<file path="src/rtl/clock_pkg.sv">
// Shared encodings for the digital-clock time path: controller states and
// blink-mask bit positions used by the controller and the display scanner.
package clock_pkg;

  typedef enum logic [1:0] {
    ST_RUN      = 2'd0,
    ST_SET_HOUR = 2'd1,
    ST_SET_MIN  = 2'd2
  } state_e;

  localparam int MASK_HOUR = 2;
  localparam int MASK_MIN  = 1;
  localparam int MASK_SEC  = 0;

  // Digit pair to blank for a given state and blink phase.
  function automatic logic [2:0] blink_for(state_e st, logic phase);
    logic [2:0] m;
    m = 3'b000;
    case (st)
      ST_SET_HOUR: m[MASK_HOUR] = phase;
      ST_SET_MIN:  m[MASK_MIN]  = phase;
      default:     m[MASK_SEC]  = 1'b0;
    endcase
    return m;
  endfunction

endpackage

</file>
<file path="src/rtl/tick_gen.sv">
// 1 Hz prescaler: counts 0..CLK_HZ-1, registered terminal strobe, blink phase.
// zero_i restarts the count so the following second is a full one.
module tick_gen #(
  parameter int CLK_HZ = 50_000_000
) (
  input  logic clk,
  input  logic rst,
  input  logic zero_i,
  output logic tick_o,
  output logic term_o,
  output logic blink_phase_d_o
);

  localparam int CW = (CLK_HZ > 1) ? $clog2(CLK_HZ) : 1;
  localparam logic [CW-1:0] LAST = CW'(CLK_HZ - 1);
  localparam logic [CW-1:0] HALF = CW'(CLK_HZ / 2);

  logic [CW-1:0] cnt_q, cnt_d;
  logic          tick_q;

  // term_o is the value tick_o takes after this edge; blink_phase_d_o is the
  // phase of the count after this edge, so callers can register it in step.
  always_comb begin
    term_o = (cnt_q == LAST) && !zero_i;
    if (zero_i || (cnt_q == LAST)) begin
      cnt_d = '0;
    end else begin
      cnt_d = cnt_q + CW'(1);
    end
    blink_phase_d_o = (cnt_d >= HALF);
  end

  always_ff @(posedge clk) begin
    if (rst) begin
      cnt_q  <= '0;
      tick_q <= 1'b0;
    end else begin
      cnt_q  <= cnt_d;
      tick_q <= term_o;
    end
  end

  assign tick_o = tick_q;

endmodule

</file>
<file path="src/rtl/clock_time_ctrl.sv">
// Time-path controller: 1 Hz base, carry chaining in RUN, button-driven
// hour/minute setting and blink masks for the seven-segment scanner.
module clock_time_ctrl
  import clock_pkg::*;
#(
  parameter int CLK_HZ = 50_000_000
) (
  input  logic       clk,
  input  logic       rst,
  input  logic       mode_btn,
  input  logic       inc_btn,
  input  logic       sec_co,
  input  logic       min_co,
  input  logic       hour_co,
  output logic       sec_en,
  output logic       min_en,
  output logic       hour_en,
  output logic       sec_clr,
  output logic       tick_1hz,
  output logic       day_pulse,
  output logic [1:0] mode,
  output logic [2:0] blink_mask
);

  state_e     state_q, state_d;
  logic       run_prev_q;
  logic       sec_en_q, sec_en_d;
  logic       min_en_q, min_en_d;
  logic       hour_en_q, hour_en_d;
  logic       sec_clr_q, sec_clr_d;
  logic       day_q, day_d;
  logic [2:0] mask_q, mask_d;

  logic load_zero;
  logic term;
  logic phase_d;
  logic carry_ok;
  logic inc_ok;

  tick_gen #(
    .CLK_HZ(CLK_HZ)
  ) u_tick (
    .clk             (clk),
    .rst             (rst),
    .zero_i          (load_zero),
    .tick_o          (tick_1hz),
    .term_o          (term),
    .blink_phase_d_o (phase_d)
  );

  always_comb begin
    state_d = state_q;
    if (mode_btn) begin
      case (state_q)
        ST_RUN:      state_d = ST_SET_HOUR;
        ST_SET_HOUR: state_d = ST_SET_MIN;
        default:     state_d = ST_RUN;
      endcase
    end
  end

  // Carries count only in steady RUN: rollovers caused by manual increments,
  // or arriving as set mode is entered or left, are discarded.
  always_comb begin
    load_zero = (state_q == ST_SET_MIN) && mode_btn;
    carry_ok  = (state_q == ST_RUN) && run_prev_q && (state_d == ST_RUN);
    inc_ok    = inc_btn && !mode_btn;

    sec_en_d  = (state_d == ST_RUN) && term;
    min_en_d  = (carry_ok && sec_co) || ((state_q == ST_SET_MIN) && inc_ok);
    hour_en_d = (carry_ok && min_co) || ((state_q == ST_SET_HOUR) && inc_ok);
    day_d     = carry_ok && hour_co;
    sec_clr_d = (state_q == ST_RUN) && (state_d == ST_SET_HOUR);
    mask_d    = blink_for(state_d, phase_d);
  end

  always_ff @(posedge clk) begin
    if (rst) begin
      state_q    <= ST_RUN;
      run_prev_q <= 1'b0;
      sec_en_q   <= 1'b0;
      min_en_q   <= 1'b0;
      hour_en_q  <= 1'b0;
      sec_clr_q  <= 1'b0;
      day_q      <= 1'b0;
      mask_q     <= 3'b000;
    end else begin
      state_q    <= state_d;
      run_prev_q <= (state_q == ST_RUN);
      sec_en_q   <= sec_en_d;
      min_en_q   <= min_en_d;
      hour_en_q  <= hour_en_d;
      sec_clr_q  <= sec_clr_d;
      day_q      <= day_d;
      mask_q     <= mask_d;
    end
  end

  assign sec_en     = sec_en_q;
  assign min_en     = min_en_q;
  assign hour_en    = hour_en_q;
  assign sec_clr    = sec_clr_q;
  assign day_pulse  = day_q;
  assign mode       = state_q;
  assign blink_mask = mask_q;

endmodule

</file>
<file path="config.mk">
export PLATFORM = sky130hd
export DESIGN_NAME = clock_time_ctrl
export DESIGN_NICKNAME = d
export VERILOG_FILES = /design/src/rtl/clock_pkg.sv /design/src/rtl/tick_gen.sv /design/src/rtl/clock_time_ctrl.sv
export SDC_FILE = /design/constraint.sdc
export NUM_CORES = 1
export LEC_CHECK = 0
export CORE_MARGIN = 2
export CORE_UTILIZATION = 51
export DETAILED_ROUTE_END_ITERATION = 8
export GPL_TIMING_DRIVEN = 0
export PLACE_DENSITY_LB_ADDON = 0.1
export SLEW_MARGIN = 25
export SYNTH_ARGS = -nofsm -noshare
export SYNTH_HDL_FRONTEND = slang
export SYNTH_SLANG_ARGS = --single-unit
</file>
<file path="constraint.sdc">
create_clock -name clk -period 2.3 [get_ports clk]
set_input_delay 0.23 -clock clk [delete_from_list [all_inputs] [get_ports clk]]
set_output_delay 0.23 -clock clk [all_outputs]
set_load 0.01 [all_outputs]
</file>
==> flow_metrics.py <==
metrics = {
    "routing": {
        "drc": 0,
        "wire_per_inst_microns": 13.70,
        "vias": 1679,
        "dr.pass1.iters": 4,
        "vias_per_cell": 5.634,
        "finalWirelength_microns": 4083,
        "drt-initial-drc-count": 131,
        "ant_nets": 0,
    },
    "synthesis": {
        "async_reset_ff_frac": 0,
        "synthCells": 227,
        "yosysUniqueCellTypes": 55,
        "synth.avg_cell_area_sq_um": 8.775,
        "synth_top_flop_cell": "dfxtp_1",
        "synth-edff-count": 0,
        "synth-seq-cells": 37,
        "synth.net_count": 235,
        "syn_area_sq_mm": 0.001992,
        "yosys_warnings": 0,
        "yosysSeqAreaShare": 0.3719,
    },
    "worst_setup_path": {
        "worst_setup_path_end_kind": "register",
        "path_max_fanout": 5,
        "crit_type": "register to register",
        "arrival_ns": 2.34,
        "worst-path-buf-inv": 0,
        "crit_chain": "and4_1 -> nand4_1 -> or3b_1 -> a221oi_2 -> o21ai_1 -> o31ai_1",
        "critPathMaxStageDelay_ns": 0.50,
        "cp_slowest_cell": "or3b_1",
        "startpoint_type": "register",
        "path_delay_family": "simple AND/OR/NAND/NOR gates",
        "crit_required_ns": 2.50,
    },
    "placement": {
        "place_ws_ns": -0.08041,
        "place_congestion": 0.8278,
        "dp.final_hpwl_microns": 2930,
        "port_buffers": 15,
    },
    "cts": {
        "htreeDepth": 2,
        "cts.clk_slew.worst_paths_ns": 0.07,
        "cts_tree": "yes",
        "clk_latency_ns": 0.28,
        "numCtsBuffers": 5,
        "cts_num_sinks": 37,
        "cts_root_buffer": "clkbuf_8",
        "clk_path_buf_depth": 2,
        "holdBufCountCts": 0,
    },
    "finish": {
        "fin_nets": 257,
        "final_cell_mix": "nor2_1 (35), dfxtp_1 (35), nand2_1 (15), clkdlybuf4s50_1 (15), xnor2_1 (14)",
        "fillers": 339,
        "regMostFlops": "u_tick.cnt_q",
        "regArea_sq_um": 743.2,
        "drive_gt1_frac": 0.1480,
        "diodes": 0,
        "fin_util": 0.6219,
        "syn_to_final_growth_pct": 16.02,
        "multiInputGateArea_sq_mm": 0.001204,
        "largest_register_ffs": 26,
    },
    "floorplan": {
        "io_pins": 18,
        "die-width_microns": 66.50,
        "initial_core_util": 0.5360,
        "core_area_sq_mm": 0.003716,
        "die_h_microns": 66.50,
        "die_area_sq_mm": 0.004422,
        "rows": 22,
    },
    "global_route": {
        "grt_pass1_vias": 1547,
        "grt.met2_usage": 0.3388,
        "met1_usage": 0.2647,
        "grt_overflow": 0,
        "grt_pass1_wl_microns": 7065,
        "grt_busiest_layer": "met2",
        "grt_util_all_layers": 0.2105,
        "grt_use_met3": 0.05912,
        "antenna_found_initial": 0,
        "grt_max_degree": 11,
    },
    "flow_run": {
        "drv_cap": 0,
    },
    "sta": {
        "drv_slew": 0,
        "period_share": 0.9302,
        "fin_skew_ns": 0.005657,
        "whs_ns": 0.2893,
        "worstMarginPinSlew_ns": 0.4917,
        "hold_viol": 0,
        "setup_slack_ns": 0.1606,
        "setup_violations": 0,
        "slew_headroom": 0.6694,
        "fin_crit_ns": 2.139,
        "timing.fmax_mhz": 467.4,
    },
    "run_status": {
        "status": "finished, final reports clean",
    },
    "pwr": {
        "leakage_nw": 0.7802,
        "powerDensity_mw_per_mm2": 510.9,
        "ir_drop_mv": 0.3239,
    },
    "worst_hold_path": {
        "hold_class": "primary input to register",
    },
}
## metrics by stage
stage / total power, mW / setup TNS (ns) / instance area, sq um / instances
after detailed placement: 0.7678 / -1.520 / 2202 / 290
final: 1.181 / 0 / 2311 / 298
after CTS: 1.197 / 0 / 2295 / 298
after global routing: 1.239 / -0.005303 / 2311 / 298
after floorplan: 0.7349 / 0 / 1992 / 227
after global placement: 0.7671 / -1.330 / 2202 / 290
## worst register-to-register path, cell delays in order, from the launching register on
cell      delay, ns
dfxtp_1        0.42
and4_1         0.37
nand4_1        0.25
or3b_1         0.50
a221oi_2       0.35
o21ai_1        0.10
o31ai_1        0.07
## power breakdown
part	internal, mW	leakage, nW	switching (mW)	total [mW]
Sequential	0.654	0.300	0.0116	0.665
Clock	0.215	0.0395	0.208	0.423
Combinational	0.0425	0.441	0.0501	0.0925
## synthesized netlist by cell type (6+ instances only)
library cell / instances / area (sq um)
dfxtp_1: 37 / 740.7
nor2_1: 35 / 131.4
nand2_1: 15 / 56.30
xnor2_1: 14 / 122.6
nor3_1: 10 / 50.05
nand4_1: 9 / 56.30
xor2_1: 8 / 70.07
nand3_1: 7 / 35.03
a21oi_1: 6 / 30.03
and3_1: 6 / 37.54
buf_2: 6 / 30.03
o31ai_1: 6 / 45.04
## logic make-up after synthesis
family / count (synthesis) / share of synthesized area
flops: 37 / 0.3719
xor+xnor: 22 / 0.09674
buf+inv: 15 / 0.03580
compound gates: 32 / 0.1200
fa+ha+maj: 1 / 0.006280
other cells: 1 / 0.001883
mux: 1 / 0.005025
simple gates: 118 / 0.3624
## repair_timing
item	in CTS	in global routing
setup buffers	0	0
gates resized for setup	2	8
endpoints found under the setup margin	22	22
cloned	0	0
pin swaps	0	1
## per-layer routing
metal	vias to the layer above	routed length, microns
met5	-	0
met4	0	61
met3	6	140
met2	33	1938
met1	786	1942
li1	854	-
## final timing paths
| check | to | slack, ns | cells after the start | startpoint |
|---|---|---|---|---|
| hold reg to reg | day_pulse$_SDFF_PP0_ | 0.46 | 2 | run_prev_q$_SDFF_PP0_ |
| setup reg to reg | blink_mask[2]$_SDFF_PP0_ | 0.16 | 6 | u_tick.cnt_q[3]$_SDFF_PP0_ |
| setup / recovery | blink_mask[2]$_SDFF_PP0_ | 0.16 | 6 | u_tick.cnt_q[3]$_SDFF_PP0_ |
| hold / removal | mode[0]$_SDFF_PP0_ | 0.29 | 2 | rst |
## area by class of cell
class / count / share of cell area
plain buffers: 14 / 0.03032
clock buffers: 8 / 0.03465
repair buffers: 15 / 0.06497
multi-input cells: 175 / 0.5208
flip-flops and latches: 37 / 0.3216
inverters: 1 / 0.001624
well taps: 48 / 0.02599
Note: power is estimated with default switching activity, not from simulation.
